$ cat src/rtl/freq_meter_pkg.sv
// Shared types and defaults for the freq_meter block (optional high-time
// measurement is enabled by defining FREQ_METER_HIGH_TIME_EN).
package freq_meter_pkg;

    localparam int unsigned CNT_W_DEF = 24;

    typedef enum logic {
        IDLE    = 1'b0,
        MEASURE = 1'b1
    } state_t;

endpackage

$ cat src/rtl/sync_edge_det.sv
// Two-flop synchronizer plus registered rising-edge detector for an
// asynchronous input; the level tap exists only with FREQ_METER_HIGH_TIME_EN.
module sync_edge_det (
    input  logic clk,
    input  logic reset_n,
    input  logic d,
    output logic rise
`ifdef FREQ_METER_HIGH_TIME_EN
    ,
    output logic level
`endif
);

    logic s1;
    logic s2;
    logic s3;

    // s3 is aligned with rise, so level is already high in the rise cycle
    always_ff @(posedge clk or negedge reset_n) begin
        if (!reset_n) begin
            s1   <= 1'b0;
            s2   <= 1'b0;
            s3   <= 1'b0;
            rise <= 1'b0;
        end else begin
            s1   <= d;
            s2   <= s1;
            s3   <= s2;
            rise <= s2 & ~s3;
        end
    end

`ifdef FREQ_METER_HIGH_TIME_EN
    assign level = s3;
`endif

endmodule

$ cat src/rtl/freq_meter.sv
// Period meter for an asynchronous divided clock with lock and loss-of-signal
// detection. Define FREQ_METER_HIGH_TIME_EN to add the high_time output.
module freq_meter
    import freq_meter_pkg::*;
#(
    parameter int unsigned CNT_W      = CNT_W_DEF,
    parameter int unsigned EXPECTED   = 2000,
    parameter int unsigned TOL        = 2,
    parameter int unsigned LOCK_COUNT = 4,
    parameter int unsigned TIMEOUT    = 4 * EXPECTED
) (
    input  logic             clk,
    input  logic             reset_n,
    input  logic             en,
    input  logic             sig_in,
    output logic [CNT_W-1:0] period,
    output logic             valid,
    output logic             locked,
    output logic             timeout
`ifdef FREQ_METER_HIGH_TIME_EN
    ,
    output logic [CNT_W-1:0] high_time
`endif
);

    localparam int unsigned MW = $clog2(LOCK_COUNT + 1);

    localparam logic [CNT_W-1:0]        CNT_MAX = '1;
    localparam logic [CNT_W-1:0]        TO_LAST = CNT_W'(TIMEOUT - 1);
    localparam logic [MW-1:0]           LOCK_N  = MW'(LOCK_COUNT);
    localparam logic signed [CNT_W:0]   EXP_S   = (CNT_W + 1)'(EXPECTED);
    localparam logic signed [CNT_W:0]   TOL_S   = (CNT_W + 1)'(TOL);

    state_t            state;
    state_t            state_nxt;
    logic [CNT_W-1:0]  cnt;
    logic [CNT_W-1:0]  cnt_nxt;
    logic [CNT_W-1:0]  cnt_inc;
    logic [CNT_W-1:0]  period_nxt;
    logic              valid_nxt;
    logic              locked_nxt;
    logic              timeout_nxt;
    logic [MW-1:0]     match;
    logic [MW-1:0]     match_nxt;
    logic [MW-1:0]     match_inc;
    logic signed [CNT_W:0] diff;
    logic signed [CNT_W:0] adiff;
    logic              in_tol;
    logic              rise;

`ifdef FREQ_METER_HIGH_TIME_EN
    logic              level;
    logic [CNT_W-1:0]  hi_cnt;
    logic [CNT_W-1:0]  hi_cnt_nxt;
    logic [CNT_W-1:0]  high_time_nxt;
`endif

    sync_edge_det u_sync (
        .clk     (clk),
        .reset_n (reset_n),
        .d       (sig_in),
        .rise    (rise)
`ifdef FREQ_METER_HIGH_TIME_EN
        ,
        .level   (level)
`endif
    );

    // cnt_inc doubles as the period candidate: cnt+1, pinned at full scale
    always_comb begin
        cnt_inc   = (cnt == CNT_MAX) ? cnt : cnt + 1'b1;
        match_inc = (match == LOCK_N) ? match : match + 1'b1;
        diff      = $signed({1'b0, cnt_inc}) - EXP_S;
        adiff     = diff[CNT_W] ? -diff : diff;
        in_tol    = (adiff <= TOL_S);
    end

    always_comb begin
        state_nxt   = state;
        cnt_nxt     = cnt;
        period_nxt  = period;
        valid_nxt   = 1'b0;
        locked_nxt  = locked;
        timeout_nxt = timeout;
        match_nxt   = match;

        if (!en) begin
            state_nxt  = IDLE;
            cnt_nxt    = '0;
            match_nxt  = '0;
            locked_nxt = 1'b0;
        end else begin
            case (state)
                IDLE: begin
                    cnt_nxt = '0;
                    if (rise) begin
                        state_nxt = MEASURE;
                    end
                end
                MEASURE: begin
                    // an edge on the timeout cycle still completes the measurement
                    if (rise) begin
                        period_nxt  = cnt_inc;
                        valid_nxt   = 1'b1;
                        cnt_nxt     = '0;
                        timeout_nxt = 1'b0;
                        if (in_tol) begin
                            match_nxt  = match_inc;
                            locked_nxt = (match_inc == LOCK_N);
                        end else begin
                            match_nxt  = '0;
                            locked_nxt = 1'b0;
                        end
                    end else if (cnt == TO_LAST) begin
                        state_nxt   = IDLE;
                        cnt_nxt     = '0;
                        timeout_nxt = 1'b1;
                        locked_nxt  = 1'b0;
                        match_nxt   = '0;
                    end else begin
                        cnt_nxt = cnt_inc;
                    end
                end
                default: begin
                    state_nxt = IDLE;
                    cnt_nxt   = '0;
                end
            endcase
        end
    end

    always_ff @(posedge clk or negedge reset_n) begin
        if (!reset_n) begin
            state   <= IDLE;
            cnt     <= '0;
            period  <= '0;
            valid   <= 1'b0;
            locked  <= 1'b0;
            timeout <= 1'b0;
            match   <= '0;
        end else begin
            state   <= state_nxt;
            cnt     <= cnt_nxt;
            period  <= period_nxt;
            valid   <= valid_nxt;
            locked  <= locked_nxt;
            timeout <= timeout_nxt;
            match   <= match_nxt;
        end
    end

`ifdef FREQ_METER_HIGH_TIME_EN
    // restarting at 1 on rise counts the rise cycle itself as high
    always_comb begin
        hi_cnt_nxt    = hi_cnt;
        high_time_nxt = high_time;
        if (rise) begin
            hi_cnt_nxt = CNT_W'(1);
        end else if (level && (hi_cnt != CNT_MAX)) begin
            hi_cnt_nxt = hi_cnt + 1'b1;
        end
        if (valid_nxt) begin
            high_time_nxt = hi_cnt;
        end
    end

    always_ff @(posedge clk or negedge reset_n) begin
        if (!reset_n) begin
            hi_cnt    <= '0;
            high_time <= '0;
        end else begin
            hi_cnt    <= hi_cnt_nxt;
            high_time <= high_time_nxt;
        end
    end
`endif

endmodule
$ cat config.mk
export PLATFORM = sky130hd
export DESIGN_NAME = freq_meter
export DESIGN_NICKNAME = d
export VERILOG_FILES = /design/src/rtl/freq_meter_pkg.sv /design/src/rtl/sync_edge_det.sv /design/src/rtl/freq_meter.sv
export SDC_FILE = /design/constraint.sdc
export NUM_CORES = 1
export LEC_CHECK = 0
export CAP_MARGIN = 20
export CORE_MARGIN = 1.5
export CORE_UTILIZATION = 58
export DETAILED_ROUTE_END_ITERATION = 8
export PLACE_DENSITY = 0.8
export SLEW_MARGIN = 10
export SYNTH_ARGS = -nofsm -noshare
export SYNTH_HDL_FRONTEND = slang
export SYNTH_HIERARCHICAL = 1
export SYNTH_SLANG_ARGS = --single-unit
$ cat constraint.sdc
create_clock -name clk -period 5.04 [get_ports clk]
set_input_delay 0.756 -clock clk [delete_from_list [all_inputs] [get_ports clk]]
set_output_delay 0.756 -clock clk [all_outputs]
set_load 0.05 [all_outputs]
# Yosys cells after proc, flatten, opt, wreduce, memory -nomap -nowiden
# Index checks and enable logic that the tools add are counted.
[word_totals] register_bits=59 in_bits=4 out_inout_bits=27
[op_classes] n_addsub=4 magnitude_cmp=1 n_eq_ne=6 muxes=26 n_bitwise=3 reduce_logical=4
[op_table] cell="24-bit 2-to-1 mux" n=4
[op_table] cell="24-bit case mux with 2 select lines" n=1
[op_table] cell="25-bit by 3-bit <= comparator with 1-bit output (second input constant)" n=1
[op_table] cell="25-bit 2-to-1 mux" n=1
[op_table] cell="25-bit negator" n=1
[op_table] cell="24-bit by 11-bit subtractor with 25-bit output (second input constant)" n=1
[op_table] cell="24-bit by 1-bit adder with 24-bit output (second input constant)" n=1
[op_table] cell="24-bit by 13-bit == test with 1-bit output (second input constant)" n=1
[op_table] cell="24-bit == test (second input constant)" n=1
[op_table] cell="3-bit 2-to-1 mux" n=6
[op_table] cell="1-bit 2-to-1 mux" n=13
[op_table] cell="3-bit == test (second input constant)" n=2
[op_table] cell="3-bit AND reduction" n=2
[op_table] cell="3-bit by 1-bit adder with 3-bit output (second input constant)" n=1
[op_table] cell="3-bit by 1-bit != test with 1-bit output (second input constant)" n=1
[op_table] cell="2-bit by 1-bit != test with 1-bit output (second input constant)" n=1
[op_table] cell="1-bit inverter" n=2
[op_table] cell="1-bit case mux with 2 select lines" n=1
[op_table] cell="2-bit AND reduction" n=1
[op_table] cell="2-bit nonzero test" n=1
[op_table] cell="1-bit bitwise AND" n=1

# Longest topological paths before layout
[depth] ltp_word=10 ltp_mapped=18 depth_no_buf=16

# Modules after synthesis
# Netlist, hierarchy kept.
[by_module_without_submodules] mod="freq_meter" n_inst=1 cells_each=437 area_each_um2=3681.0 seq_area_each_um2=1376.3
[by_module_without_submodules] mod="sync_edge_det" n_inst=1 cells_each=5 area_each_um2=113.9 seq_area_each_um2=100.1

# Least setup slack after synthesis
# No wires, ideal clock.
[synth_timing] path_kind="reg2reg" from="register cnt[1]" to="register locked" arrival_time_ns=3.618 required_ns=4.964 setup_slack_ns=1.345 path_stages_with_launch=16 synth_period_minus_slack_ns=3.695 cell_sequence="dfrtp_1 -> ha_1 -> buf_2 -> nand3_1 -> nor2_1 -> buf_2 -> nand2_2 -> xnor2_1 -> ha_1 -> nor2_1 -> or3_1 -> or3_1 -> a211oi_2 -> o211ai_2 -> or4_1 -> o21ai_1"
[synth_between] elab_chain_len=10 elab_cells_between_ends=14
[synth_lines] item="from (decl)" line="freq_meter.sv:36" text="logic [CNT_W-1:0] cnt;"
[synth_lines] item="from (signal assigned)" line="freq_meter.sv:143" text="cnt <= cnt_nxt;"
[synth_lines] item="24-bit by 1-bit adder with 24-bit output or 24-bit == test (tied branches)" line="freq_meter.sv:71" text="cnt_inc = (cnt == CNT_MAX) ? cnt : cnt + 1'b1;"
[synth_lines] item="24-bit 2-to-1 mux" line="freq_meter.sv:71"
[synth_lines] item="24-bit by 11-bit subtractor with 25-bit output" line="freq_meter.sv:73" text="diff = $signed({1'b0, cnt_inc}) - EXP_S;"
[synth_lines] item="25-bit negator" line="freq_meter.sv:74" text="adiff = diff[CNT_W] ? -diff : diff;"
[synth_lines] item="25-bit 2-to-1 mux" line="freq_meter.sv:74"
[synth_lines] item="25-bit by 3-bit <= comparator with 1-bit output" line="freq_meter.sv:75" text="in_tol = (adiff <= TOL_S);"
[synth_lines] item="1-bit 2-to-1 mux" line="freq_meter.sv:107" text="if (in_tol) begin"
[synth_lines] item="1-bit 2-to-1 mux" line="freq_meter.sv:102" text="if (rise) begin"
[synth_lines] item="1-bit 2-to-1 mux" line="freq_meter.sv:93" text="case (state)"
[synth_lines] item="1-bit 2-to-1 mux" line="freq_meter.sv:87" text="if (!en) begin"
[synth_lines] item="to (signal assigned)" line="freq_meter.sv:146" text="locked <= locked_nxt;"
[synth_lines] item="to (decl)" line="freq_meter.sv:18" text="output logic locked,"
# Several ways; a longest one is shown, not always the timed one. The select of a mux whose other input is x is not followed.
# A chain may end at the register's enable or synchronous reset.

# Final worst setup path
[layout_timing] from="register cnt[1]" to="register match[2]"
[layout_between] elab_chain_len=10 elab_cells_between_ends=14
[layout_lines] item="24-bit by 1-bit adder with 24-bit output or 24-bit == test (tied branches)" line="freq_meter.sv:71"
[layout_lines] item="24-bit 2-to-1 mux" line="freq_meter.sv:71"
[layout_lines] item="24-bit by 11-bit subtractor with 25-bit output" line="freq_meter.sv:73"
[layout_lines] item="25-bit negator" line="freq_meter.sv:74"
[layout_lines] item="25-bit 2-to-1 mux" line="freq_meter.sv:74"
[layout_lines] item="25-bit by 3-bit <= comparator with 1-bit output" line="freq_meter.sv:75"
[layout_lines] item="3-bit 2-to-1 mux" line="freq_meter.sv:107"
[layout_lines] item="3-bit 2-to-1 mux" line="freq_meter.sv:102"
[layout_lines] item="3-bit 2-to-1 mux" line="freq_meter.sv:93"
[layout_lines] item="3-bit 2-to-1 mux" line="freq_meter.sv:87"
[layout_lines] item="to (signal assigned)" line="freq_meter.sv:148" text="match <= match_nxt;"
[layout_lines] item="to (decl)" line="freq_meter.sv:43" text="logic [MW-1:0] match;"
# Several ways; a longest one is shown, not always the timed one. The select of a mux whose other input is x is not followed.

==> run_results.csv <==
group,metric,value,unit
job,cap_violations,0,
clock_network,post_cts_buffers,0,
global_routing,grt_use_total,30.51,%
sta,finalHoldViolCount,0,
global_routing,grt_overflow,0,
global_routing,grt_pass1_wl,16.99,mm
sta,rsz0062_at_grt,"no",
route,vias,3537,
finish,fillers,515,
pwr,p_total,0.0009557,W
synthesis,synth_edf_count,0,
sta,post-route-min-period,4.386,ns
sta,setup_ws,0.6544,ns
pwr,max-vdd-ir-drop,0.1990,mV
sta,fmax,228.0,MHz
worst_setup_path,required,5.28,ns
synthesis,synth_top_flop_cell,"dfrtp_1",
finish,nNetsFinal,477,
synthesis,yosysUniqueCellTypes,67,
finish,fin_area,4327,sq um
clock_network,clock_path_buffers,2,
placed_design,place_area,4134,sq um
worst_setup_path,worst-setup-path-type,"flop to flop",
route,drtIter0Drc,418,
placed_design,port_buffers,30,
clock_network,root_buffer,"clkbuf_8",
worst_setup_path,startpoint_type,"flop",
synthesis,synthTopCellsByArea,"dfrtp_1 39%, nor2_1 5.0%, nand2_1 4.9%",
finish,antennaDiodeCount,0,
route,avgViaCountPerCell,6.431,
worst_setup_path,crit_path_top_delay_cell,"a211oi_1",
clock_network,numCtsBuffers,9,
finish,syn_to_final_growth,14.01,%
synthesis,async_reset_ff_share,100.0,%
finish,multi_input_area,2183,sq um
worst_setup_path,path_buf_inv,0,
route,drtAntennaViolNets,0,
route,wl_per_cell,18.27,microns
clock_network,post_cts_resized,0,
sta,finClkSkew,0.006680,ns
sta,relSlewSlack,31.97,%
floorplan,row_count,29,
route,drcViolationCount,0,
synthesis,ys_seq_area_share,38.91,%
clock_network,ctsHoldBuffers,0,
worst_setup_path,cp_max_fo,12,
sta,post-route-period-util,87.02,%
floorplan,chipWidth,83.89,microns
worst_setup_path,path_cells,"ha_1 -> nand3_1 -> or3_1 -> a21bo_2 -> a21oi_1 -> nand2_1 -> o22ai_1 -> nand3_1 -> a211o_1 -> a211oi_1 -> o41ai_1 -> o21a_1",
sta,slew_violations,0,
sta,setup-tns-final,0,ns
synthesis,netlist_instances,442,
worst_setup_path,critPathMaxStageDelay,0.58,ns
finish,regArea,1476,sq um
finish,final_common_cell,"dfrtp_1",
floorplan,start_util,59.76,%
sta,setup_viol,0,
global_routing,grt_pass1_vias,3430,
route,dr.pass1.iters,5,
synthesis,synth.ff_latch_count,59,
placed_design,dp_slack,0.8401,ns
route,wl,10.05,mm
synthesis,syn_nets,451,
global_routing,grt_antenna_before_repair,0,
floorplan,io_pins,31,
pwr,p_per_area,220.9,nW/um^2
worst_setup_path,critPathTopFamily,"compound AO/OA/AOI/OAI gates",
clock_network,cts_sinks,59,
synthesis,yosys.area.top_type,"dfrtp_1",
finish,layout-drive-gt1-share,9.937,%
global_routing,grt_max_degree,60,
floorplan,dieHeight,83.89,microns
outcome,status,"finished, final reports clean",
synthesis,synth.top_cell.area_share,38.91,%
synthesis,ys.warnings.count,6,
sta,worst_pin_slew,1.018,ns
clock_network,clkLatencyLatePin,0.35,ns
placed_design,gp_congestion,0.9849,
worst_setup_path,cpMostUsedCell,"nand3_1",
clock_network,htreeDepth,3,
worst_hold_path,min_path_type,"flop to flop",
worst_setup_path,crit_path_end_kind,"flop",
synthesis,synth_area_per_cell,8.586,sq um
floorplan,core_area,6350,sq um
clock_network,clkTransAtPathRegs,0.07,ns
worst_setup_path,crit_arrival,4.63,ns
synthesis,syn_area,3795,sq um
pwr,leakagePower,1.818,nW
placed_design,dp_hpwl,7.228,mm
floorplan,die_area,7038,sq um
clock_network,cts_tree,"yes",
finish,mostFrequentLayoutCells,"59 x dfrtp_1, 51 x nor2_1, 50 x nand2_1, 37 x o21ai_0, 29 x clkdlybuf4s50_1",
where the power goes:
group,leakage (nW),switching (W),internal (W),total [W]
combinational,0.908,0.0000307,0.0000124,0.0000431
clock,0.0966,0.000200,0.000229,0.000429
sequential,0.813,0.00000489,0.000478,0.000483
total,1.82,0.000236,0.000720,0.000956
worst reg2reg max path, cell delays in order, from the launching register on:
cell and delay (ns):
dfrtp_1 0.49, ha_1 0.42, nand3_1 0.16, or3_1 0.44
a21bo_2 0.21, a21oi_1 0.53, nand2_1 0.27, o22ai_1 0.39
nand3_1 0.13, a211o_1 0.31, a211oi_1 0.58, o41ai_1 0.21
o21a_1 0.14
sequential cells by signal, indices dropped and copies added (netlist names):
register     flops
match            3
u_sync/s1        1
locked           1
cnt             24
valid            1
u_sync/s2        1
u_sync/s3        1
state            1
period          24
u_sync/rise      1
timeout          1
path summary, 6_finish.rpt:
kind	endpoint	slack, ns	cells past startpoint	startpoint
setup / recovery	match[2]	0.65	12	cnt[1]
hold / removal	u_sync/s2	0.35	0	u_sync/s1
setup reg to reg	match[2]	0.65	12	cnt[1]
hold reg to reg	u_sync/s2	0.35	0	u_sync/s1
max in group asynchronous	cnt[8]	4.00	2	reset_n
min in group asynchronous	period[6]	0.54	2	reset_n
metal layers:
layer / global-route usage, % / wire length [microns]
met5: 0 / 0
met4: 10.58 / 248
met3: 7.715 / 713
met2: 46.26 / 4577
met1: 42.62 / 4509
cells by family after synthesis:
logic type,synth area share [%]
mux,1.484
flops,38.91
buf+inv,3.561
simple gates,27.17
xor+xnor,6.232
compound gates,21.00
fa+ha+maj,1.649
layout make-up:
type                    instances  area share (%)
flip-flops and latches         59           34.12
clock buffers                  10           2.950
well taps                      77           2.227
clock inverters                 6           1.504
multi-input cells             353           50.46
repair buffers                 37           8.039
inverters                       8          0.6940
synthesized netlist by cell type, types with 3 or more instances:
master,number
dfrtp_1,59
nor2_1,51
nand2_1,50
o21ai_0,37
a21oi_1,22
nand3_1,20
nand4_1,15
nor3_1,14
xor2_1,14
clkbuf_1,13
xnor2_1,13
a211oi_1,8
inv_1,8
and2_1,7
and4_1,6
buf_2,6
and3_1,5
ha_1,5
o21a_1,5
or3_1,5
a31oi_1,4
nor4_1,4
o31ai_1,4
or4_1,4
a21o_1,3
a31o_2,3
mux2_2,3
nor2b_1,3
nor4b_1,3
o211ai_1,3
through the flow:
| stage | cells | hold WS (ns) | utilization [%] |
|---|---|---|---|
| 2_1_floorplan | 442 | 0.3312 | - |
| 6_report | 550 | 0.3547 | 68.14 |
| 3_5_place_dp | 534 | 0.3380 | 65.10 |
| 5_1_grt | 550 | 0.3676 | 68.14 |
| 3_3_place_gp | 534 | 0.3439 | 65.10 |
| 4_1_cts | 550 | 0.3593 | 68.14 |
Note: power is estimated with default switching activity, not from simulation.
